[config.mk]
export PLATFORM = sky130hd
export DESIGN_NAME = seq_long_divider
export DESIGN_NICKNAME = d
export VERILOG_FILES = /design/src/rtl/seq_long_divider.sv
export SDC_FILE = /design/constraint.sdc
export NUM_CORES = 1
export LEC_CHECK = 0
export ABC_CLOCK_PERIOD_IN_PS = 1700
export CAP_MARGIN = 10
export CELL_PAD_IN_SITES_DETAIL_PLACEMENT = 1
export CELL_PAD_IN_SITES_GLOBAL_PLACEMENT = 1
export CORE_AREA = 5 5 82 84
export DETAILED_ROUTE_END_ITERATION = 8
export DIE_AREA = 0 0 87 89
export GPL_TIMING_DRIVEN = 0
export PLACE_DENSITY_LB_ADDON = 0.1
export SYNTH_ARGS = -nofsm -noshare
export SYNTH_HDL_FRONTEND = slang
export SYNTH_SLANG_ARGS = --single-unit
[constraint.sdc]
create_clock -name clk -period 1.7 [get_ports clk]
set_input_delay 0.34 -clock clk [delete_from_list [all_inputs] [get_ports clk]]
set_output_delay 0.34 -clock clk [all_outputs]
set_load 0.01 [all_outputs]
[src/rtl/seq_long_divider.sv]
// Sequential restoring long divider, one quotient bit per clock.
// Start/done handshake, divide-by-zero flag, results held between ops.
module seq_long_divider #(
  parameter int DW = 8,
  parameter int MW = 4
) (
  input  logic          clk,
  input  logic          rst_n,
  input  logic          start,
  input  logic [DW-1:0] D,
  input  logic [MW-1:0] M,
  output logic          ready,
  output logic          busy,
  output logic          done,
  output logic [DW-1:0] Q,
  output logic [MW-1:0] R,
  output logic          div0
);

  localparam int CW = $clog2(DW + 1);

  typedef enum logic [1:0] {
    IDLE,
    CALC,
    DONE
  } state_t;

  state_t        state_q;
  logic [DW-1:0] d_sh_q;
  logic [MW-1:0] m_q;
  logic [MW:0]   rem_q;
  logic [DW-1:0] quo_q;
  logic [CW-1:0] cnt_q;
  logic          zero_q;
  logic [DW-1:0] q_q;
  logic [MW-1:0] r_q;
  logic          div0_q;
  logic          done_q;

  logic [MW:0]   t;
  logic          ge;
  logic [MW:0]   rem_d;
  logic [DW-1:0] quo_d;

  // One restoring step: trial subtract of the divisor from the shifted remainder.
  always_comb begin
    t     = {rem_q[MW-1:0], d_sh_q[DW-1]};
    ge    = (t >= {1'b0, m_q});
    rem_d = ge ? (t - {1'b0, m_q}) : t;
    quo_d = {quo_q[DW-2:0], ge};
  end

  // Control FSM and datapath; a zero divisor takes a single CALC cycle.
  always_ff @(posedge clk or negedge rst_n) begin
    if (!rst_n) begin
      state_q <= IDLE;
      d_sh_q  <= '0;
      m_q     <= '0;
      rem_q   <= '0;
      quo_q   <= '0;
      cnt_q   <= '0;
      zero_q  <= 1'b0;
      q_q     <= '0;
      r_q     <= '0;
      div0_q  <= 1'b0;
      done_q  <= 1'b0;
    end else begin
      done_q <= 1'b0;
      unique case (state_q)
        IDLE, DONE: begin
          if (start) begin
            d_sh_q  <= D;
            m_q     <= M;
            rem_q   <= '0;
            quo_q   <= '0;
            state_q <= CALC;
            if (M != '0) begin
              cnt_q  <= CW'(DW);
              zero_q <= 1'b0;
            end else begin
              cnt_q  <= CW'(1);
              zero_q <= 1'b1;
            end
          end
        end
        CALC: begin
          if (zero_q) begin
            q_q     <= '1;
            r_q     <= d_sh_q[MW-1:0];
            div0_q  <= 1'b1;
            done_q  <= 1'b1;
            zero_q  <= 1'b0;
            cnt_q   <= '0;
            state_q <= DONE;
          end else begin
            rem_q  <= rem_d;
            quo_q  <= quo_d;
            d_sh_q <= {d_sh_q[DW-2:0], 1'b0};
            cnt_q  <= cnt_q - CW'(1);
            if (cnt_q == CW'(1)) begin
              q_q     <= quo_d;
              r_q     <= rem_d[MW-1:0];
              div0_q  <= 1'b0;
              done_q  <= 1'b1;
              state_q <= DONE;
            end
          end
        end
        default: state_q <= IDLE;
      endcase
    end
  end

  assign ready = (state_q != CALC);
  assign busy  = (state_q == CALC);
  assign done  = done_q;
  assign Q     = q_q;
  assign R     = r_q;
  assign div0  = div0_q;

endmodule
==> key figures <==
Critical path
  – Arr. time, crit path: between 1.5 and 2 ns
  – Worst-path cell chain: ha_4 > nor4_4 > a22o_1 > buf_6 > mux2_4 > o21ai_2
  – Slowest cell on the critical path: dfrtp_1
  – CP bufs+invs: 1
  – CP Launch Type: register
  – Reg-to-Reg Start: rem_q[1]$_DFFE_PN0P_
  – Max FO, Critical Path: 4
  – Delay-heaviest family, CP: flip-flops
  – Critical Path Start: rem_q[1]$_DFFE_PN0P_
  – Crit path required time: roughly 1.9 ns
  – Crit-path max cell delay: around 0.43 ns
  – Worst setup EP type: register
  – CP Class: register to register

Logic synthesis
  – Cells after Synth: roughly 220
  – Count of flip-flops with a built-in enable after synthesis: 0
  – Register bit total from synthesis: between 40 and 50
  – Yosys top cell by area: dfrtp_1
  – Post-synth top cells: nand2_1 (52), dfrtp_1 (44), o21ai_0 (27)
  – Post-synthesis sequential area ratio: 0.523
  – Top post-synthesis cells by area: dfrtp_1 (52%), nand2_1 (9.3%), o21ai_0 (6.4%)
  – Post-synth ARST share: 1.00
  – Warnings from Yosys: 0
  – Mean Syn Cell Area: approximately 9.7 sq um
  – Syn_nets: about 240
  – Distinct cell type count after synthesis: 39
  – Synth top area share: 0.523
  – Cell with the most instances after synthesis: nand2_1
  – Post-Syn Area: between 0.002 and 0.0025 sq mm
  – Synth Flop Type: dfrtp_1

Floorplan
  – FP Rows: 28
  – Die area: about 0.0077 sq mm
  – Io pins: 31
  – Initial Util: 0.360
  – Core area: 0.00585 sq mm
  – Die H: 89 microns
  – Die W: slightly below 90 microns

GRT
  – Largest net degree at the start of global routing: 24
  – Vias in the first global route: 1826
  – Antenna violations before repair: 0
  – First-pass GRT wire length: about 9000 microns
  – Tot GR Track Use: 0.148
  – Grt ovf: 0

Clock tree
  – H-tree Lvls: 2
  – CTS buffer count: 5
  – CTS clk-pin slew, worst paths: 0.09 ns
  – Worst-Skew Late Latency: roughly 0.3 ns
  – Clk sinks: 44
  – Hold_buf cts: 0
  – CTS Root Cell: clkbuf_8
  – Clk buf depth: 2
  – CTS tree: yes

STA
  – Hold Vio Cnt, Final: 0
  – Clk_skew: between 0.008 and 0.009 ns
  – Slew HR: 0.635
  – Worst-margin pin slew: between 0.5 and 0.6 ns
  – Final setup margin: around 0.022 ns
  – Fmax: about 600 MHz
  – RSZ-0062 raised after global routing: yes
  – Tcrit/Tclk final: 0.987
  – Fin Setup TNS: 0 ns
  – Final setup violation count: 0
  – Tmin final: around 1.7 ns
  – Max-slew violation count: 0

Layout
  – Fin util: 0.474
  – Final net count: around 280
  – Share of cells above drive strength 1: 0.192
  – Diode count: 0
  – Area grow syn2layout: 31.7%
  – FILL cells: between 600 and 700

Min path
  – HP Class: input pin to asynchronous set/reset pin

Routing
  – Via density: ~5.0
  – Routed vias: approximately 1700
  – DRC Markers: 0
  – Initial DRT Pass Iterations: 4
  – Final ANT Viol Nets: 0
  – Final wirelength: 5290 microns
  – WL/cell: approximately 16 microns
  – DRT iter0 DRCs: 38

Place
  – Final RePlAce weighted congestion: ~0.75
  – Hpwl dp: 3940 microns
  – Count of input and output buffers: 30
  – DP Worst Slack: -0.241 ns

Outcome
  – Outcome: completed

Power and ir drop
  – Static Leak: approximately 1.3 nW
  – Cell area power density: 2120 mW/mm^2
  – VDD IR max: roughly 0.8 mV

Job
  – Max-cap violation count: 0
final cells by class:
class                           instances  area (sq um)  area share
Clock inverter                          1          7.51     0.00271
Buffer                                  9          78.8      0.0284
Tap cell                               75          93.8      0.0338
Inverter                               11          45.0      0.0162
Sequential cell                        44          1100       0.397
Multi-Input combinational cell        152           995       0.358
Clock buffer                            7          86.3      0.0311
Timing Repair Buffer                   37           367       0.132
worst paths after layout:
| path | end | slack (ns) | depth (start not counted) |
|---|---|---|---|
| worst max-delay path | rem_q[0]$_DFFE_PN0P_ | 0.02 | 6 |
| worst min-delay path | d_sh_q[7]$_DFFE_PN0P_ | 0.01 | 1 |
| worst max register to register | rem_q[0]$_DFFE_PN0P_ | 0.02 | 6 |
| worst min register to register | div0$_DFFE_PN0P_ | 0.48 | 2 |
| max in group asynchronous | Q[1]$_DFFE_PN0P_ | 1.17 | 2 |
| min in group clk | div0$_DFFE_PN0P_ | 0.48 | 2 |
flip-flops by register name, summed over array words and instances, names as in the netlist:
name,count
R,4
state_q,2
done,1
m_q,4
cnt_q,4
quo_q,7
d_sh_q,8
Q,8
rem_q,4
div0,1
zero_q,1
stage by stage:
| step | instance area, sq um | power (mW) | hold slack, ns | instances |
|---|---|---|---|---|
| global placement | 2500 | 4.63 | 0.456 | 322 |
| floorplan | 2110 | 3.72 | 0.0444 | 217 |
| global route | 2780 | 6.41 | 0.0402 | 336 |
| finish | 2780 | 5.89 | 0.0125 | 336 |
| CTS | 2690 | 5.72 | 0.0323 | 334 |
| detailed placement | 2520 | 4.73 | 0.364 | 323 |
metal layers:
layer  vias up  GRT usage  routed length, microns  share of wire
met5         -          0                       0              0
met4         0     0.0297                      37         0.0070
met3         4     0.0313                     176          0.033
met2        23      0.269                    2720           0.51
met1       837      0.181                    2360           0.44
li1        815          -                       -              -
what timing repair did:
action | CTS | global route
buffers inserted | 4 | 2
endpoints found under the setup margin | 9 | 9
resized for setup | 14 | 19
pin swaps | 2 | 6
where the power goes:
part           internal (mW)  switching [mW]  total (mW)
Clock                  0.331           0.384       0.715
Sequential              1.51           0.331        1.84
Combinational           1.66            1.68        3.33
Total                   3.50            2.39        5.89
cell families after synthesis:
logic type,after synthesis,share of synthesized area
xor+xnor,3,0.0125
compound gates,47,0.129
fa+ha+maj,7,0.0451
buf+inv,21,0.0558
flops,44,0.523
mux,10,0.0499
simple gates,85,0.185
placed cells by master (no fill, tap or decap), types with 2 or more instances in the layout:
| master | instances |
|---|---|
| mux2i_1 | 8 |
| nor2_1 | 8 |
| ha_1 | 3 |
| nand3_1 | 9 |
| inv_1 | 8 |
| buf_4 | 5 |
| a21oi_1 | 4 |
| nand2_1 | 52 |
| clkdlybuf4s50_1 | 27 |
| o21ai_1 | 4 |
| nand2b_1 | 2 |
| clkbuf_8 | 6 |
| o21ai_0 | 24 |
| buf_12 | 3 |
| o21ai_2 | 3 |
| buf_2 | 7 |
| xnor2_1 | 2 |
| ha_4 | 3 |
| dfrtp_1 | 43 |
| nand2b_4 | 2 |
| buf_6 | 3 |
| and3_1 | 4 |
Power figures use the tool's default switching activity.
